--- src/rtl/alu_rs.sv ---
// alu_rs: reservation station in front of the integer ALU.
// Holds dispatched ALU / branch-compare micro-ops, captures operands from the
// ALU and load/store CDB broadcasts, and issues at most one ready entry per
// cycle as {rob_id, op, v1, v2} on registered outputs.
module alu_rs #(
    parameter int RS_SIZE        = 8,
    parameter int ROB_SIZE_WIDTH = 4
) (
    input  logic                      clk,
    input  logic                      rst,
    input  logic                      rdy,
    input  logic                      flush,

    input  logic                      dispatch_valid,
    input  logic [4:0]                dispatch_op,
    input  logic [ROB_SIZE_WIDTH-1:0] dispatch_rob_id,
    input  logic [31:0]               dispatch_vj,
    input  logic [31:0]               dispatch_vk,
    input  logic                      dispatch_qj_busy,
    input  logic                      dispatch_qk_busy,
    input  logic [ROB_SIZE_WIDTH-1:0] dispatch_qj,
    input  logic [ROB_SIZE_WIDTH-1:0] dispatch_qk,
    output logic                      full,

    input  logic                      alu_cdb_valid,
    input  logic [ROB_SIZE_WIDTH-1:0] alu_cdb_rob_id,
    input  logic [31:0]               alu_cdb_value,
    input  logic                      lsb_cdb_valid,
    input  logic [ROB_SIZE_WIDTH-1:0] lsb_cdb_rob_id,
    input  logic [31:0]               lsb_cdb_value,

    output logic                      issue_valid,
    output logic [ROB_SIZE_WIDTH-1:0] issue_rob_id,
    output logic [4:0]                issue_op,
    output logic [31:0]               issue_v1,
    output logic [31:0]               issue_v2
);

    localparam int IDX_W = (RS_SIZE > 1) ? $clog2(RS_SIZE) : 1;

    // Entry storage
    logic [RS_SIZE-1:0]        busy;
    logic [RS_SIZE-1:0]        qj_busy;
    logic [RS_SIZE-1:0]        qk_busy;
    logic [4:0]                op_q    [RS_SIZE];
    logic [ROB_SIZE_WIDTH-1:0] rob_q   [RS_SIZE];
    logic [31:0]               vj_q    [RS_SIZE];
    logic [31:0]               vk_q    [RS_SIZE];
    logic [ROB_SIZE_WIDTH-1:0] qj_q    [RS_SIZE];
    logic [ROB_SIZE_WIDTH-1:0] qk_q    [RS_SIZE];

    // Select / allocate results
    logic                      sel_found;
    logic [IDX_W-1:0]          sel_idx;
    logic                      free_found;
    logic [IDX_W-1:0]          free_idx;

    // Dispatch operands after CDB bypass
    logic                      disp_qj_busy_eff;
    logic                      disp_qk_busy_eff;
    logic [31:0]               disp_vj_eff;
    logic [31:0]               disp_vk_eff;

    // Per-entry wakeup hits on each bus
    logic [RS_SIZE-1:0]        wake_j_alu;
    logic [RS_SIZE-1:0]        wake_j_lsb;
    logic [RS_SIZE-1:0]        wake_k_alu;
    logic [RS_SIZE-1:0]        wake_k_lsb;

    logic                      do_dispatch;

    // full ignores a concurrent issue, so a freed slot is reusable next cycle
    assign full        = &busy;
    assign do_dispatch = dispatch_valid && !full && free_found;

    // Pick the lowest-index busy entry whose operands are both captured
    always_comb begin
        sel_found = 1'b0;
        sel_idx   = '0;
        for (int i = RS_SIZE - 1; i >= 0; i--) begin
            if (busy[i] && !qj_busy[i] && !qk_busy[i]) begin
                sel_found = 1'b1;
                sel_idx   = IDX_W'(i);
            end
        end
    end

    // Pick the lowest-index free entry for dispatch
    always_comb begin
        free_found = 1'b0;
        free_idx   = '0;
        for (int i = RS_SIZE - 1; i >= 0; i--) begin
            if (!busy[i]) begin
                free_found = 1'b1;
                free_idx   = IDX_W'(i);
            end
        end
    end

    // Dispatch bypass: a tag broadcast in the dispatch cycle is captured directly;
    // the ALU bus wins if both buses carry the same tag
    always_comb begin
        disp_qj_busy_eff = dispatch_qj_busy;
        disp_vj_eff      = dispatch_vj;
        if (dispatch_qj_busy) begin
            if (alu_cdb_valid && alu_cdb_rob_id == dispatch_qj) begin
                disp_qj_busy_eff = 1'b0;
                disp_vj_eff      = alu_cdb_value;
            end else if (lsb_cdb_valid && lsb_cdb_rob_id == dispatch_qj) begin
                disp_qj_busy_eff = 1'b0;
                disp_vj_eff      = lsb_cdb_value;
            end
        end

        disp_qk_busy_eff = dispatch_qk_busy;
        disp_vk_eff      = dispatch_vk;
        if (dispatch_qk_busy) begin
            if (alu_cdb_valid && alu_cdb_rob_id == dispatch_qk) begin
                disp_qk_busy_eff = 1'b0;
                disp_vk_eff      = alu_cdb_value;
            end else if (lsb_cdb_valid && lsb_cdb_rob_id == dispatch_qk) begin
                disp_qk_busy_eff = 1'b0;
                disp_vk_eff      = lsb_cdb_value;
            end
        end
    end

    // Tag match of every waiting operand against both broadcasts
    always_comb begin
        wake_j_alu = '0;
        wake_j_lsb = '0;
        wake_k_alu = '0;
        wake_k_lsb = '0;
        for (int i = 0; i < RS_SIZE; i++) begin
            wake_j_alu[i] = busy[i] && qj_busy[i] && alu_cdb_valid && (qj_q[i] == alu_cdb_rob_id);
            wake_j_lsb[i] = busy[i] && qj_busy[i] && lsb_cdb_valid && (qj_q[i] == lsb_cdb_rob_id);
            wake_k_alu[i] = busy[i] && qk_busy[i] && alu_cdb_valid && (qk_q[i] == alu_cdb_rob_id);
            wake_k_lsb[i] = busy[i] && qk_busy[i] && lsb_cdb_valid && (qk_q[i] == lsb_cdb_rob_id);
        end
    end

    // Entry array update: wakeup, issue clear, dispatch write, flush
    always_ff @(posedge clk) begin
        if (rst) begin
            busy    <= '0;
            qj_busy <= '0;
            qk_busy <= '0;
            for (int i = 0; i < RS_SIZE; i++) begin
                op_q[i]  <= '0;
                rob_q[i] <= '0;
                vj_q[i]  <= '0;
                vk_q[i]  <= '0;
                qj_q[i]  <= '0;
                qk_q[i]  <= '0;
            end
        end else if (rdy) begin
            if (flush) begin
                busy <= '0;
            end else begin
                for (int i = 0; i < RS_SIZE; i++) begin
                    if (wake_j_alu[i]) begin
                        vj_q[i]    <= alu_cdb_value;
                        qj_busy[i] <= 1'b0;
                    end else if (wake_j_lsb[i]) begin
                        vj_q[i]    <= lsb_cdb_value;
                        qj_busy[i] <= 1'b0;
                    end
                    if (wake_k_alu[i]) begin
                        vk_q[i]    <= alu_cdb_value;
                        qk_busy[i] <= 1'b0;
                    end else if (wake_k_lsb[i]) begin
                        vk_q[i]    <= lsb_cdb_value;
                        qk_busy[i] <= 1'b0;
                    end
                end

                if (sel_found) begin
                    busy[sel_idx] <= 1'b0;
                end

                // The free slot is never the issuing one, since that one is busy
                if (do_dispatch) begin
                    busy[free_idx]    <= 1'b1;
                    op_q[free_idx]    <= dispatch_op;
                    rob_q[free_idx]   <= dispatch_rob_id;
                    vj_q[free_idx]    <= disp_vj_eff;
                    vk_q[free_idx]    <= disp_vk_eff;
                    qj_busy[free_idx] <= disp_qj_busy_eff;
                    qk_busy[free_idx] <= disp_qk_busy_eff;
                    qj_q[free_idx]    <= dispatch_qj;
                    qk_q[free_idx]    <= dispatch_qk;
                end
            end
        end
    end

    // Issue register: pulse for one cycle per selected entry, payload held otherwise
    always_ff @(posedge clk) begin
        if (rst) begin
            issue_valid  <= 1'b0;
            issue_rob_id <= '0;
            issue_op     <= '0;
            issue_v1     <= '0;
            issue_v2     <= '0;
        end else if (rdy) begin
            if (flush) begin
                issue_valid <= 1'b0;
            end else if (sel_found) begin
                issue_valid  <= 1'b1;
                issue_rob_id <= rob_q[sel_idx];
                issue_op     <= op_q[sel_idx];
                issue_v1     <= vj_q[sel_idx];
                issue_v2     <= vk_q[sel_idx];
            end else begin
                issue_valid <= 1'b0;
            end
        end
    end

endmodule

--- config.mk ---
export PLATFORM = sky130hd
export DESIGN_NAME = alu_rs
export DESIGN_NICKNAME = d
export VERILOG_FILES = /design/src/rtl/alu_rs.sv
export SDC_FILE = /design/constraint.sdc
export NUM_CORES = 2
export LEC_CHECK = 0
export ABC_AREA = 1
export ABC_CLOCK_PERIOD_IN_PS = 12260
export BUFFER_PORTS_ARGS = -buffer_cell sky130_fd_sc_hd__buf_2
export CELL_PAD_IN_SITES_DETAIL_PLACEMENT = 1
export CELL_PAD_IN_SITES_GLOBAL_PLACEMENT = 1
export CORE_MARGIN = 2
export CORE_UTILIZATION = 52
export CTS_BUF_LIST = sky130_fd_sc_hd__clkbuf_4
export CTS_CLUSTER_SIZE = 8
export DETAILED_ROUTE_END_ITERATION = 16
export PLACE_DENSITY_LB_ADDON = 0.2
export SLEW_MARGIN = 25
export SYNTH_ARGS = -nofsm -noshare
export SYNTH_HDL_FRONTEND = slang
export SYNTH_SLANG_ARGS = --single-unit
--- constraint.sdc ---
create_clock -name clk -period 12.26 [get_ports clk]
set_input_delay 2.452 -clock clk [delete_from_list [all_inputs] [get_ports clk]]
set_output_delay 2.452 -clock clk [all_outputs]
set_load 0.02 [all_outputs]
# ---- Yosys cells after proc, flatten, opt, wreduce, memory -nomap -nowiden
# Memories as Yosys holds them, arrays and structs flattened. A register that Yosys moved wholly into a read port is not among the register bits.
# Cells that the tools add are included.
dict set report totals {
  wordCells 581
  n_memories 6
  output_inout_bits 75
  ramBits 648
  input_bits 162
  reg_bits 25
}
dict set report op_classes {
  reduce_logical 128
  order_cmp 4
  eq_ne 36
  n_bitwise 36
  n_mux 367
}
# name words word_bits read_ports rd_ports_with_merged_regs write_ports line
set mem_list {}
lappend mem_list {vj_q 8 32 1 1 9 47} ;# logic [31:0] vj_q [RS_SIZE];
lappend mem_list {vk_q 8 32 1 1 9 48} ;# logic [31:0] vk_q [RS_SIZE];
lappend mem_list {op_q 8 5 1 1 8 45} ;# logic [4:0] op_q [RS_SIZE];
lappend mem_list {qj_q 8 4 8 0 8 49} ;# logic [ROB_SIZE_WIDTH-1:0] qj_q [RS_SIZE];
lappend mem_list {qk_q 8 4 8 0 8 50} ;# logic [ROB_SIZE_WIDTH-1:0] qk_q [RS_SIZE];
lappend mem_list {rob_q 8 4 1 1 8 46} ;# logic [ROB_SIZE_WIDTH-1:0] rob_q [RS_SIZE];
# operator n
set ops {}
lappend ops {{two-way mux 32 bit} 38}
lappend ops {{two-way mux 1 bit} 293}
lappend ops {{equality test 4 bit} 36}
lappend ops {{logical AND 1 bit} 104}
lappend ops {{two-way mux 8 bit} 8}
lappend ops {{two-way mux 3 bit} 20}
lappend ops {{bitwise OR 1 bit} 32}
lappend ops {{zero test 1 bit} 17}
lappend ops {{bitwise mux 8 bit} 2}
lappend ops {{two-way mux 4 bit} 3}
lappend ops {{OR reduction 4 bit} 3}
lappend ops {{AND 8 bit} 1}
lappend ops {{< comparator 3 x 4 -> 1 bit (second input constant)} 2}
lappend ops {{NOT 8 bit} 1}
lappend ops {{bitwise OR 8 bit} 1}
lappend ops {{AND reduction 8 bit} 1}
lappend ops {{demux 1 bit (select 3 bit)} 2}
lappend ops {{greater-or-equal comparator 3 x 1 -> 1 bit (second input constant)} 2}
lappend ops {{two-way mux 5 bit} 1}
lappend ops {{OR reduction 5 bit} 1}
lappend ops {{AND reduction 3 bit} 1}
lappend ops {{AND reduction 2 bit} 1}
lappend ops {{NOT 1 bit} 1}

# ---- Logic depth before layout (Yosys ltp)
dict set report logic_depth {
  word_depth 24
  ltp_mapped 18
}

# ---- Worst setup path after synthesis
# Ideal clock, no wire load.
dict set report synth_path {
  kind {input -> register}
  from {input port alu_cdb_rob_id[2]}
  to {memory vk_q[5][0], enable pin}
  path_buffers 2
  path_stages 6
  arrival_ps 5620
  setup_slack_ps 6175
  setup_ps 466
  cell_sequence {buf_4 -> buf_6 -> xor2_1 -> nor4_2 -> nor2_1 -> o21ai_0}
}
# item line
set synth_rtl {}
lappend synth_rtl {{start: declaration} 26} ;# input logic [ROB_SIZE_WIDTH-1:0] alu_cdb_rob_id,
lappend synth_rtl {{end: declaration} 48}

==> summary.md <==
| Metric | Value |
|---|---|
| Status | `finished, final reports clean` |
| Hold_sp | `qk_busy[4]$_SDFFE_PP0P_` |
| Critical Path RT | `12.82 ns` |
| Final core area utilization | `0.571` |
| Rows | `109` |
| Area delta synth->final | `8.55%` |
| Clk_skew | `0.0739 ns` |
| Reg clk slew, reported paths | `0.06 ns` |
| Core Footprint | `88500 um^2` |
| Startpoint type of the worst setup path | `primary input` |
| Pleak | `21.9 nW` |
| Top Metal Used | `met5` |
| Vias in the first global route | `48400` |
| Top cell type's share of synthesized area | `0.418` |
| Total clock sinks | `746` |
| H-tree depth | `4` |
| Layout fillers | `11100` |
| Dpl cell area | `47600 um^2` |
| Yosys warning total | `0` |
| RD Place Congestion | `0.969` |
| Worst Hold Class | `reg2reg` |
| Met1 wire length | `77900 um` |
| Final hold violations | `0` |
| Synth Register Bits | `746` |
| Crit Path Class | `in2reg` |
| Largest net degree at the start of global routing | `152` |
| Period utilization | `0.450` |
| Pwr dens | `120 nW/um^2` |
| Max-cap violations | `0` |
| Max VDD drop | `94.3 uV` |
| Avg Inst Size Synth | `7.81 um^2` |
| Synth Net Count | `6121` |
| Tmin final | `5.52 ns` |
| Total routed wirelength | `218000 um` |
| Worst rel slew slack | `0.204` |
| Max-slew violations | `0` |
| Via count | `48800` |
| Post-Layout Cell Count | `7333` |
| # hold bufs at CTS | `0` |
| F_max | `0.181 GHz` |
| Share of layout cells above drive strength 1 | `0.144` |
| Gr usage total | `0.467` |
| Final #Nets | `6154` |
| Synth unique cells | `55` |
| CP arrival | `6.08 ns` |
| Metal2 WL | `93200 um` |
| Most frequent cells in the layout | `nand2_1, edfxtp_1, o21ai_0, nand3_1, inv_1` |
| Initial Util | `0.526` |
| CP Capture Type | `flop` |
| Die Area | `91900 um^2` |
| Register area share after synthesis | `0.460` |
| Met3 WL | `32400 um` |
| Wire length per cell | `29.7 um` |
| Initial antenna violation count | `10` |
| Die width | `303 um` |
| Residual DRC count | `0` |
| Final setup viols | `0` |
| FF/Latch Area | `21400 um^2` |
| Top cells by area, synth | `edfxtp_1, nand2_1, o21ai_0` |
| Final setup margin | `6.74 ns` |
| Cells after synthesis | `5959` |
| First-pass GRT wire length | `313000 um` |
| Vias per inst | `6.66` |
| Initial drt markers | `6493` |
| Multi-input gate area | `21100 um^2` |
| Mapped Area | `46600 um^2` |
| Worst R2R Setup Slack | `7.62 ns` |
| CTS max path bufs | `3` |
| Final std cell area, no fill | `50500 um^2` |
| Setup total negative slack | `0 ns` |
| Pin slew with the least headroom to its limit | `1.19 ns` |
| Yosys top cell by area | `edfxtp_1` |
| Clock root buffer | `clkbuf_4` |
| Dpl cells | `6943` |
| Post-CTS Resized | `0` |
| CP Max Fanout | `32` |
| Leading cell type in the layout, fill and taps excluded | `nand2_1` |
| First drt pass iteration count | `8` |
| Setup bufs post-CTS | `0` |
| Number of port buffers | `236` |
| Unrepaired setup endpoints after global routing | `no` |
| CTS tree | `built` |
| Global route total overflow | `0` |
| Worst r2r src | `busy[0]$_SDFFE_PP0P_` |
| DIE HEIGHT | `303 um` |
| DRT antenna net count | `0` |
| DPL Wire Length | `133000 um` |
| Clock Latency Late Sink | `1.21 ns` |
| Cts bufs inserted | `207` |
| Total I/O pin count | `237` |
| CP startpoint | `alu_cdb_rob_id[1]` |
| Pre-CTS setup slack | `5.69 ns` |
cells by family after synthesis:
logic type	Yosys count	share of synthesized area
and+or+nand+nor	2920	0.279
xor gates and xnor gates	66	0.0124
buffers and inverters	968	0.0915
AOI/OAI and AO/OA	1259	0.157
DFF	746	0.460
worst paths after layout:
kind / to / cells past startpoint
setup / recovery: vj_q[0][15]$_DFFE_PP_ / 8
hold / removal: qk_busy[4]$_SDFFE_PP0P_ / 2
setup reg to reg: vj_q[5][1]$_DFFE_PP_ / 12
hold reg to reg: qk_busy[4]$_SDFFE_PP0P_ / 2
per-layer routing:
layer  vias up  GRT usage
met4         8      0.288
met1     23600      0.594
met2      3903      0.693
met5         -    0.00259
met3       939      0.147
li1      20300          -
synthesized netlist by cell type, drive strengths merged:
cell type	count
nand2	1638
o21ai	964
edfxtp	648
nand3	588
inv	458
nor2	409
buf	298
clkbuf	202
nand3b	151
dfxtp	98
a21oi	92
nand4	90
o22ai	82
o211ai	79
xor2	37
a21o	32
xnor2	29
nor3	24
nor4	15
clkinv	10
or2	4
a211oi	3
o311ai	3
a31oi	2
and2	1
o2111ai	1
o21bai	1
registers in the layout (all words and copies together) (netlist names):
| name | count |
|---|---|
| vj_q | 256 |
| vk_q | 256 |
| op_q | 40 |
| issue_v1 | 32 |
| issue_v2 | 32 |
| qj_q | 32 |
| qk_q | 32 |
| rob_q | 32 |
| busy | 8 |
| qj_busy | 8 |
| qk_busy | 8 |
| issue_op | 5 |
| issue_rob_id | 4 |
| issue_valid | 1 |
power by group:
part	switching [mW]	internal, mW
combinational	0.528	0.155
clock	1.22	1.28
sequential	0.0437	2.86
area by class of cell:
| cell class | instances | area share |
|---|---|---|
| Clock buffer | 316 | 0.0469 |
| Timing Repair Buffer | 324 | 0.0391 |
| Antenna cell | 6 | 0.000297 |
| Clock inverter | 63 | 0.00777 |
| Multi-Input combinational cell | 4245 | 0.418 |
| Inverter | 468 | 0.0349 |
| Sequential cell | 746 | 0.424 |
| Tap cell | 1165 | 0.0288 |
through the flow:
| step | hold WS, ns | total power, mW |
|---|---|---|
| 2_1_floorplan | 0.459 | 3.32 |
| 5_1_grt | 0.530 | 6.22 |
| 3_3_place_gp | 0.469 | 3.57 |
| 3_5_place_dp | 0.482 | 3.60 |
| 4_1_cts | 0.506 | 6.02 |
| 6_report | 0.506 | 6.08 |
worst max-delay path, cell delays in order:
cell	delay [ns]
buf_2	0.39
inv_2	0.32
nor2_1	0.21
nor4_1	0.08
nand3_1	0.47
a21oi_2	0.31
inv_1	0.77
nand3_2	1.03
(Power assumes the default switching activity.)
